[src/rtl/alu_cmd_seq_if.sv]
// Bundle of command, ALU-drive and response signals for alu_cmd_seq.
// slave = sequencer side, master = datapath control / ALU / consumer side.
interface alu_cmd_seq_if #(
  parameter int W = 32
);
  logic         cmd_valid;
  logic         cmd_ready;
  logic [3:0]   cmd_op;
  logic [W-1:0] cmd_a;
  logic [W-1:0] cmd_b;

  logic [W-1:0] alu_in0;
  logic [W-1:0] alu_in1;
  logic [3:0]   alu_op;
  logic [W-1:0] alu_out;
  logic         alu_carryout;
  logic         alu_overflow;
  logic         alu_zero;
  logic         alu_n;

  logic         rsp_valid;
  logic         rsp_ready;
  logic [W-1:0] rsp_data;
  logic [3:0]   rsp_flags;
  logic         rsp_err;

  logic         trap;
  logic         trap_clr;

  modport slave (
    input  cmd_valid, cmd_op, cmd_a, cmd_b,
    input  alu_out, alu_carryout, alu_overflow, alu_zero, alu_n,
    input  rsp_ready, trap_clr,
    output cmd_ready, alu_in0, alu_in1, alu_op,
    output rsp_valid, rsp_data, rsp_flags, rsp_err, trap
  );

  modport master (
    output cmd_valid, cmd_op, cmd_a, cmd_b,
    output alu_out, alu_carryout, alu_overflow, alu_zero, alu_n,
    output rsp_ready, trap_clr,
    input  cmd_ready, alu_in0, alu_in1, alu_op,
    input  rsp_valid, rsp_data, rsp_flags, rsp_err, trap
  );
endinterface

[src/rtl/alu_cmd_seq.sv]
// Command sequencer wrapping the combinational 32-bit add/sub ALU behind valid/ready channels.
// Optional sticky overflow trap enabled by defining ALU_OVF_TRAP_EN.
module alu_cmd_seq #(
  parameter int W = 32
) (
  input  logic         clk,
  input  logic         rst,
  alu_cmd_seq_if.slave bus
);

  typedef enum logic [1:0] {
    IDLE  = 2'd0,
    ISSUE = 2'd1,
    RESP  = 2'd2
  } state_t;

  state_t       state_q, state_d;
  logic [W-1:0] in0_q, in0_d;
  logic [W-1:0] in1_q, in1_d;
  logic [3:0]   op_q, op_d;
  logic [W-1:0] data_q, data_d;
  logic [3:0]   flags_q, flags_d;
  logic         err_q, err_d;
  logic         trap_q, trap_d;

  logic cmd_ready;
  logic op_legal;

  assign op_legal  = (bus.cmd_op[3:2] == 2'b00);
  assign cmd_ready = (state_q == IDLE) && !trap_q;

  always_ff @(posedge clk or posedge rst) begin
    if (rst) begin
      state_q <= IDLE;
      in0_q   <= '0;
      in1_q   <= '0;
      op_q    <= '0;
      data_q  <= '0;
      flags_q <= '0;
      err_q   <= 1'b0;
      trap_q  <= 1'b0;
    end else begin
      state_q <= state_d;
      in0_q   <= in0_d;
      in1_q   <= in1_d;
      op_q    <= op_d;
      data_q  <= data_d;
      flags_q <= flags_d;
      err_q   <= err_d;
      trap_q  <= trap_d;
    end
  end

  // The ALU drive registers double as the command latch, so an illegal op leaves them untouched.
  always_comb begin
    state_d = state_q;
    in0_d   = in0_q;
    in1_d   = in1_q;
    op_d    = op_q;
    data_d  = data_q;
    flags_d = flags_q;
    err_d   = err_q;
    case (state_q)
      IDLE: begin
        if (bus.cmd_valid && cmd_ready) begin
          if (op_legal) begin
            in0_d   = bus.cmd_a;
            in1_d   = bus.cmd_b;
            op_d    = bus.cmd_op;
            state_d = ISSUE;
          end else begin
            data_d  = '0;
            flags_d = '0;
            err_d   = 1'b1;
            state_d = RESP;
          end
        end
      end
      ISSUE: begin
        data_d  = bus.alu_out;
        flags_d = {bus.alu_n, bus.alu_zero, bus.alu_carryout, bus.alu_overflow};
        err_d   = 1'b0;
        state_d = RESP;
      end
      RESP: begin
        if (bus.rsp_ready) begin
          state_d = IDLE;
        end
      end
      default: state_d = IDLE;
    endcase
  end

`ifdef ALU_OVF_TRAP_EN
  // Set has priority over a simultaneous clear.
  always_comb begin
    trap_d = trap_q;
    if (bus.trap_clr) begin
      trap_d = 1'b0;
    end
    if ((state_q == ISSUE) && bus.alu_overflow) begin
      trap_d = 1'b1;
    end
  end
`else
  logic unused_trap_clr;
  assign unused_trap_clr = bus.trap_clr;

  always_comb begin
    trap_d = 1'b0;
  end
`endif

  assign bus.cmd_ready = cmd_ready;
  assign bus.alu_in0   = in0_q;
  assign bus.alu_in1   = in1_q;
  assign bus.alu_op    = op_q;
  assign bus.rsp_valid = (state_q == RESP);
  assign bus.rsp_data  = data_q;
  assign bus.rsp_flags = flags_q;
  assign bus.rsp_err   = err_q;
  assign bus.trap      = trap_q;

endmodule

[src/flat_wrapper.sv]
// flat-port wrapper written by rule: the top's interface ports become plain ports
module alu_cmd_seq_flat 
#(
  parameter int W = 32
)
  (clk, rst, bus_cmd_valid, bus_cmd_op, bus_cmd_a, bus_cmd_b, bus_alu_out, bus_alu_carryout, bus_alu_overflow, bus_alu_zero, bus_alu_n, bus_rsp_ready, bus_trap_clr, bus_cmd_ready, bus_alu_in0, bus_alu_in1, bus_alu_op, bus_rsp_valid, bus_rsp_data, bus_rsp_flags, bus_rsp_err, bus_trap);
  alu_cmd_seq_if #(.W(W)) bus_i ();
  input  logic clk;
  input  logic rst;
  input wire logic [$bits(bus_i.cmd_valid)-1:0] bus_cmd_valid;
  input wire logic [$bits(bus_i.cmd_op)-1:0] bus_cmd_op;
  input wire logic [$bits(bus_i.cmd_a)-1:0] bus_cmd_a;
  input wire logic [$bits(bus_i.cmd_b)-1:0] bus_cmd_b;
  input wire logic [$bits(bus_i.alu_out)-1:0] bus_alu_out;
  input wire logic [$bits(bus_i.alu_carryout)-1:0] bus_alu_carryout;
  input wire logic [$bits(bus_i.alu_overflow)-1:0] bus_alu_overflow;
  input wire logic [$bits(bus_i.alu_zero)-1:0] bus_alu_zero;
  input wire logic [$bits(bus_i.alu_n)-1:0] bus_alu_n;
  input wire logic [$bits(bus_i.rsp_ready)-1:0] bus_rsp_ready;
  input wire logic [$bits(bus_i.trap_clr)-1:0] bus_trap_clr;
  output wire logic [$bits(bus_i.cmd_ready)-1:0] bus_cmd_ready;
  output wire logic [$bits(bus_i.alu_in0)-1:0] bus_alu_in0;
  output wire logic [$bits(bus_i.alu_in1)-1:0] bus_alu_in1;
  output wire logic [$bits(bus_i.alu_op)-1:0] bus_alu_op;
  output wire logic [$bits(bus_i.rsp_valid)-1:0] bus_rsp_valid;
  output wire logic [$bits(bus_i.rsp_data)-1:0] bus_rsp_data;
  output wire logic [$bits(bus_i.rsp_flags)-1:0] bus_rsp_flags;
  output wire logic [$bits(bus_i.rsp_err)-1:0] bus_rsp_err;
  output wire logic [$bits(bus_i.trap)-1:0] bus_trap;
  assign bus_i.cmd_valid = bus_cmd_valid;
  assign bus_i.cmd_op = bus_cmd_op;
  assign bus_i.cmd_a = bus_cmd_a;
  assign bus_i.cmd_b = bus_cmd_b;
  assign bus_i.alu_out = bus_alu_out;
  assign bus_i.alu_carryout = bus_alu_carryout;
  assign bus_i.alu_overflow = bus_alu_overflow;
  assign bus_i.alu_zero = bus_alu_zero;
  assign bus_i.alu_n = bus_alu_n;
  assign bus_i.rsp_ready = bus_rsp_ready;
  assign bus_i.trap_clr = bus_trap_clr;
  assign bus_cmd_ready = bus_i.cmd_ready;
  assign bus_alu_in0 = bus_i.alu_in0;
  assign bus_alu_in1 = bus_i.alu_in1;
  assign bus_alu_op = bus_i.alu_op;
  assign bus_rsp_valid = bus_i.rsp_valid;
  assign bus_rsp_data = bus_i.rsp_data;
  assign bus_rsp_flags = bus_i.rsp_flags;
  assign bus_rsp_err = bus_i.rsp_err;
  assign bus_trap = bus_i.trap;
  alu_cmd_seq #(.W(W)) u_core (.clk(clk), .rst(rst), .bus(bus_i));
endmodule
[config.mk]
export PLATFORM = sky130hd
export DESIGN_NAME = alu_cmd_seq_flat
export DESIGN_NICKNAME = d
export VERILOG_FILES = /design/src/rtl/alu_cmd_seq_if.sv /design/src/rtl/alu_cmd_seq.sv /design/src/flat_wrapper.sv
export SDC_FILE = /design/constraint.sdc
export NUM_CORES = 1
export LEC_CHECK = 0
export ABC_AREA = 1
export CORE_AREA = 2 2 104 106
export CTS_BUF_LIST = sky130_fd_sc_hd__clkbuf_16
export CTS_CLUSTER_SIZE = 40
export DETAILED_ROUTE_END_ITERATION = 12
export DIE_AREA = 0 0 106 108
export PLACE_DENSITY = 0.84
export SYNTH_ARGS = -nofsm -noshare
export SYNTH_HDL_FRONTEND = slang
export SYNTH_SLANG_ARGS = --single-unit
[constraint.sdc]
create_clock -name clk -period 5.15 [get_ports clk]
set_input_delay 1.03 -clock clk [delete_from_list [all_inputs] [get_ports clk]]
set_output_delay 1.03 -clock clk [all_outputs]
set_load 0.02 [all_outputs]
# Word-level counts from Yosys, hierarchy flattened
# Cells that the tools add are included.
[word_totals] register_bits=107 in_bits=109 output_inout_bits=108 wordCells=32
[classes] eq_ne=5 mux=13 reduce_logical=7
[ops] cell="two-way mux 32 bit" count=2
[ops] cell="one-hot mux 32 bit (2 select lines)" count=1
[ops] cell="two-way mux 4 bit" count=2
[ops] cell="one-hot mux 4 bit (2 select lines)" count=1
[ops] cell="two-way mux 2 bit" count=3
[ops] cell="!= test 2 bit, second input constant" count=3
[ops] cell="one-hot mux 2 bit (3 select lines)" count=1
[ops] cell="AND reduction 3 bit" count=2
[ops] cell="logical NOT 2 bit" count=2
[ops] cell="equality test 2 x 1 -> 1 bit, second input constant" count=1
[ops] cell="equality test 2 bit, second input constant" count=1
[ops] cell="two-way mux 1 bit" count=2
[ops] cell="one-hot mux 1 bit (2 select lines)" count=1
[ops] cell="AND reduction 2 bit" count=1
[ops] cell="nonzero test 2 bit" count=1
[ops] cell="logical AND 1 bit" count=1

# Depth between registers and ports, before layout
# Gate-level depths: netlist (run 1).
[logic_depth] ltp_word=4 depth_mapped=8 depth_no_buf=5

# Least setup slack after synthesis (run 1)
# OpenSTA, ideal clock, no wires.
[synth_path] path_type="input-to-reg" startpoint="input bus_cmd_valid" endpoint="register u_core.data_q[0] (netlist: u_core.bus.rsp_data[0])" setup_ps=118 t_arrival_ps=1730 required_time_ps=5032 slack_ps=3302 stages=8 path_buffers=3 cell_sequence="buf_2 > inv_2 > nor2_1 > nand2_1 > buf_2 > buf_4 > nand3_1 > nand2_1"
[synth_via] elab_chain_len=3
[synth_lines] element="from (decl)" line_no="flat_wrapper.sv:10" rtl="input wire logic [$bits(bus_i.cmd_valid)-1:0] bus_cmd_valid;"
[synth_lines] element="logical AND 1 bit" line_no="alu_cmd_seq.sv:65" rtl="if (bus.cmd_valid && cmd_ready) begin"
[synth_lines] element="!= test 2 bit (no line)"
[synth_lines] element="AND reduction 3 bit (no line)"
[synth_lines] element="to (signal assigned)" line_no="alu_cmd_seq.sv:47" rtl="data_q <= data_d;"
[synth_lines] element="to (decl)" line_no="alu_cmd_seq.sv:21" rtl="logic [W-1:0] data_q, data_d;"
# Every way passes these cells.
# A chain may end at the register's enable or synchronous reset.

# Worst setup path in the final report (run 1)
[layout_path] startpoint="register u_core.state_q[1]" endpoint="output bus_cmd_ready"
[layout_via] elab_chain_len=1
[layout_lines] element="from (decl)" line_no="alu_cmd_seq.sv:17" rtl="state_t state_q, state_d;"
[layout_lines] element="from (signal assigned)" line_no="alu_cmd_seq.sv:43" rtl="state_q <= state_d;"
[layout_lines] element="logical NOT 2 bit" line_no="alu_cmd_seq.sv:30" rtl="assign cmd_ready = (state_q == IDLE) && !trap_q;"
[layout_lines] element="to (decl)" line_no="flat_wrapper.sv:21" rtl="output wire logic [$bits(bus_i.cmd_ready)-1:0] bus_cmd_ready;"
# Every way passes these cells.

==> results of run 1 <==
critical path, stage by stage (launching register included):
cell and delay (ns):
dfrtp_1 0.44, nor2_4 0.61, clkdlybuf4s50_1 0.74
final timing paths:
| check | start | endpoint | slack (ns) |
|---|---|---|---|
| max in group asynchronous | rst | u_core.bus.alu_in1[28] | 2.91 |
| setup reg to reg | u_core.state_q[1] | u_core.bus.alu_in1[18] | 2.65 |
| hold / removal | u_core.bus.alu_in0[25] | u_core.bus.alu_in0[25] | 0.47 |
| setup / recovery | u_core.state_q[1] | bus_cmd_ready | 2.01 |
| min in group asynchronous | rst | u_core.bus.rsp_data[13] | 1.29 |
| hold reg to reg | u_core.bus.alu_in0[25] | u_core.bus.alu_in0[25] | 0.47 |
placed cells by master (no fill, tap or decap), types with 2 or more instances in the layout:
master / synthesis / routed
clkdlybuf4s50_1: 0 / 213
inv_1: 9 / 9
dfrtp_1: 107 / 107
nand4_1: 66 / 66
nand3_1: 36 / 36
clkbuf_16: 0 / 9
clkinvlp_4: 0 / 2
nor2_4: 1 / 2
buf_4: 10 / 6
nand2_1: 209 / 209
inv_2: 2 / 2
registers in the layout (all words and copies together), names as in the netlist:
register and flops:
u_core.bus.rsp_data 32, u_core.state_q 2, u_core.bus.rsp_flags 4, u_core.bus.alu_in1 32, u_core.bus.alu_in0 32, u_core.bus.rsp_err 1, u_core.bus.alu_op 4
kinds of logic (layout without fill, tap and decap cells):
| family | Yosys count | in the layout | share of synthesized area [%] |
|---|---|---|---|
| AO/OA/AOI/OAI | 2 | 2 | 0.286 |
| buffers and inverters | 52 | 247 | 6.01 |
| flip-flops | 107 | 107 | 61.3 |
| other | 1 | 1 | 0.0858 |
| AND/OR/NAND/NOR | 316 | 316 | 32.3 |
through the flow:
stage	power (mW)	cells	util, %	instance area, µm²
floorplan	1.66	478	-	4370
global placement	2.20	793	63.6	6510
detailed placement	2.23	793	63.6	6510
CTS	2.86	809	66.3	6780
global route	2.98	809	66.3	6780
finish	2.83	809	66.3	6780
final cells by class:
| cell class | instances | share of cell area (%) |
|---|---|---|
| Sequential cell | 107 | 39.5 |
| Timing Repair Buffer | 220 | 32.2 |
| Multi-Input combinational cell | 319 | 21.2 |
| Clock buffer | 9 | 3.32 |
| Tap cell | 136 | 2.51 |
| Clock inverter | 7 | 0.664 |
| Inverter | 11 | 0.646 |
report_power, final:
part           leakage (nW)  switching [mW]  internal (mW)
Sequential             1.38           0.111           1.04
Combinational          1.78           0.567          0.494
Clock                 0.131           0.294          0.326
metal layers:
metal	vias up	share of wire (%)	track usage (%)
met4	0	3.0	9.87
met5	-	0	0
li1	1947	-	-
met1	1963	40	26.5
met3	28	5.8	4.70
met2	162	51	37.1
==> results.yml, run 1 <==
status:
  status: "complete, no violations"
sta:
  relSlewSlack_pct: 17.5
  setup_slack_ns: 2.01
  worst_pin_slew_ns: 1.23
  whs_ns: 0.468
  fin_crit_sh_pct: 61.0
  setup_viol: 0
  fin_setup_tns_ns: 0
  slew_violations: 0
  hold_viol: 0
  rsz0062_at_grt: "false"
  max_freq_mhz: 319
  min_period_ns: 3.14
  finalClockSkew_ns: 0.00814
synth:
  ys_async_sr_fraction_pct: 100
  synth_edf_count: 0
  synth_common_cells: "nand2_1 (209), dfrtp_1 (107), nand4_1 (66)"
  synth_cells: 478
  netlist.area_leader.share_pct: 61.3
  yosysSeqAreaShare_pct: 61.3
  synth_most_common_cell: "nand2_1"
  synthTopCellsByArea: "dfrtp_1 (61%), nand2_1 (18%), nand4_1 (9.5%), nand3_1 (4.1%), buf_2 (2.1%)"
  synth_flop_cell: "dfrtp_1"
  avgSynthCellArea_um2: 9.14
  ys_warn_count: 0
  yosys.area.top_type: "dfrtp_1"
  syn_nets: 587
  syn_area_mm2: 0.00437
  synth-seq-cells: 107
  yosysUniqueCellTypes: 18
grt:
  grt-ovfl-total: 0
  grt_pass1_wl_mm: 19.7
  first_global_vias: 3994
  grt_use_total_pct: 21.7
  grt_max_degree: 80
  antenna_found_initial: 0
finish:
  fillers: 814
  synthToLayoutAreaGrowth_pct: 55.2
  drive_above_1_share_pct: 4.16
  diodes: 0
  multiInputGateArea_mm2: 0.00144
  nets: 777
  register_area_mm2: 0.00268
clock_tree:
  post_cts_buffers: 0
  cts_made_buffers: 9
  cts_buffer_depth: 2
  cts_tree: "built"
  cts_root_buffer: "clkbuf_16"
  cts.clk_slew.worst_paths_ns: 0.07
  insertion_delay_ns: 0.33
  cts.sinks: 107
  cts_hold_buf: 0
  cts_resized: 0
  cts_htree_levels: 3
routing:
  routed-via-count: 4100
  ant_nets: 0
  drt-vias-per-instance: 5.07
  drc_errors: 0
  wl_mm: 12.6
  drt_iter0_drc: 286
  wl_per_cell_um: 15.6
  drtPass1Iterations: 4
worst_setup_path:
  endpoint_kind: "primary output"
  reg2reg_depth: 5
  worstPathArrival_ns: 2.11
  crit_path_max_fanout: 27
  cp-start-kind: "flop"
  critPathKind: "flop to primary output"
  critPathRequiredTime_ns: 4.12
die:
  die_y_um: 108
  die-area_mm2: 0.0114
  initial_core_util_pct: 42.7
  num_rows: 37
  dieWidth_um: 106
  core-area_mm2: 0.0102
  ios: 217
power_and_ir_drop:
  irDropWorstVdd_v: 0.000249
  powerDensity_mw_per_mm2: 418
  p_leak_nw: 3.29
placement:
  place_hpwl_mm: 8.77
  dp_worst_setup_slack_ns: 2.21
  gp_congestion: 0.759
  io_buffer_count: 214
min_path:
  hp-class: "flop to flop"
  whs_path_depth: 2
flow_run:
  max_cap_violations: 0
(Power assumes the default switching activity.)
==> inputs of run 2 (changes only) <==
Settings changed: CORE_AREA 2 2 104 106 to 2 2 108 110, DIE_AREA 0 0 106 108 to 0 0 110 112, PLACE_DENSITY 0.84 to 0.79.
Clock period 5.15 ns to 3.05 ns, I/O delays scaled along.
==> results.yml, run 2 (same netlist as run 1, synthesis figures left out) <==
status:
  status: "complete, no violations"
grt:
  grt-ovfl-total: 0
  use_met2_pct: 33.1
  grt_max_degree: 108
  met3_usage_pct: 5.21
  grt_pass1_wl_mm: 19.8
  grt.busiest_layer: "met2"
  antenna_found_initial: 0
  use_met1_pct: 24.7
  first_global_vias: 4113
  grt_use_total_pct: 20.4
finish:
  final_common_cell: "clkdlybuf4s50_1"
  diodes: 0
  drive_above_1_share_pct: 4.44
  synthToLayoutAreaGrowth_pct: 56.9
  nets: 779
  final_cell_mix: "clkdlybuf4s50_1 (213), nand2_1 (209), dfrtp_1 (107)"
routing:
  wl_per_cell_um: 15.2
  drt-vias-per-instance: 4.94
  wl_mm: 12.4
  drt_iter0_drc: 301
  ant_nets: 0
  drtPass1Iterations: 4
  routed-via-count: 4043
  drc_errors: 0
clock_tree:
  cts_resized: 0
  cts_root_buffer: "clkbuf_16"
  cts_tree: "built"
  cts_buffer_depth: 2
  cts_htree_levels: 3
  insertion_delay_ns: 0.34
  cts_made_buffers: 9
  post_cts_buffers: 0
  cts.clk_slew.worst_paths_ns: 0.07
  cts.sinks: 107
  cts_hold_buf: 0
power_and_ir_drop:
  irDropWorstVdd_v: 0.000335
  swShare_pct: 33.9
  p_seq_share_pct: 39.7
  pwr-share-comb_pct: 36.7
  p_leak_nw: 3.32
  powerDensity_mw_per_mm2: 713
  p_int_mw: 3.23
  clkPwrFrac_pct: 23.6
  p_switching_mw: 1.66
worst_setup_path:
  cp-start-kind: "flop"
  reg2reg_slack_ns: 0.88
  r2r-start: "u_core.state_q[1]"
  endpoint_kind: "primary output"
  worstReg2RegEnd: "u_core.bus.alu_in0[1]"
  reg2reg_depth: 6
  critPathRequiredTime_ns: 2.44
  crit_path_max_fanout: 2
  critPathKind: "flop to primary output"
  worstPathArrival_ns: 1.59
die:
  core-area_mm2: 0.0112
  die_y_um: 112
  die-area_mm2: 0.0123
  num_rows: 39
  initial_core_util_pct: 39.1
  ios: 217
  dieWidth_um: 110
placement:
  io_buffer_count: 214
  gp_congestion: 0.774
  place_hpwl_mm: 8.47
sta:
  slew_violations: 0
  worst_pin_slew_ns: 0.701
  fin_crit_sh_pct: 72.0
  setup_viol: 0
  fin_setup_tns_ns: 0
  rsz0062_at_grt: "false"
  hold_viol: 0
  finalClockSkew_ns: 0.00570
  whs_ns: 0.466
  relSlewSlack_pct: 53.3
  min_period_ns: 2.20
  max_freq_mhz: 455
min_path:
  hp-start: "u_core.bus.alu_op[3]"
  hold_path_end: "u_core.bus.alu_op[3]"
  hp-class: "flop to flop"
  whs_path_depth: 2
flow_run:
  max_cap_violations: 0
## run 2: cell count changes in the layout (fill, tap and decap cells not counted)
cell and change:
clkinv_4 +2, bufinv_16 +1, clkinvlp_4 -1, inv_1 -1, clkinv_1 +1, buf_12 +2, inv_4 -1, inv_6 -1
## run 2: per-stage QoR
step	worst slack [ns]	power (mW)	instance area, µm²	utilization (%)	instances
5_1_grt	0.659	5.15	6850	61.3	818
2_1_floorplan	1.15	2.80	4370	-	478
3_3_place_gp	0.833	3.73	6560	58.7	802
6_report	0.853	4.89	6850	61.3	818
4_1_cts	0.831	4.95	6850	61.3	818
3_5_place_dp	0.801	3.78	6560	58.7	802
## run 2: area by class of cell
cell class | count | area [µm²]
inverter | 11 | 45.0
sequential | 107 | 2680
tap | 143 | 179
multi-input combinational | 319 | 1440
clock inverter | 7 | 68.8
timing repair buffer | 222 | 2220
clock buffer | 9 | 225
fill | 977 | 4320
## run 2: worst max-delay path, stage by stage, from the launching register on
cell	delay [ns]
dfrtp_1	0.41
inv_1	0.10
nand2_1	0.07
inv_1	0.06
clkdlybuf4s50_1	0.61
## run 2: worst max path at each step
stage | start | end | slack [ns]
floorplan | rst | u_core.bus.alu_in0[0] | 1.15
global placement | bus_cmd_op[2] | u_core.bus.alu_in1[11] | 0.83
detailed placement | bus_cmd_op[2] | u_core.bus.alu_in1[21] | 0.80
CTS | u_core.state_q[0] | bus_rsp_valid | 0.83
global route | u_core.state_q[1] | u_core.bus.alu_in0[8] | 0.66
finish | u_core.state_q[0] | bus_rsp_valid | 0.85
## run 2: routing by layer
metal	vias to the layer above	part of all wire, %
met5	-	0
met4	0	3.4
met3	30	7.8
met2	137	48
met1	1917	40
li1	1959	-
## run 2: power groups by stage
stage	sequential (mW)	combinational, mW	clock [mW]
after floorplan	2.37	0.427	0
after global placement	1.95	1.78	0
after detailed placement	1.97	1.81	0
after CTS	1.94	1.82	1.19
after global routing	1.98	1.93	1.24
final	1.94	1.79	1.15
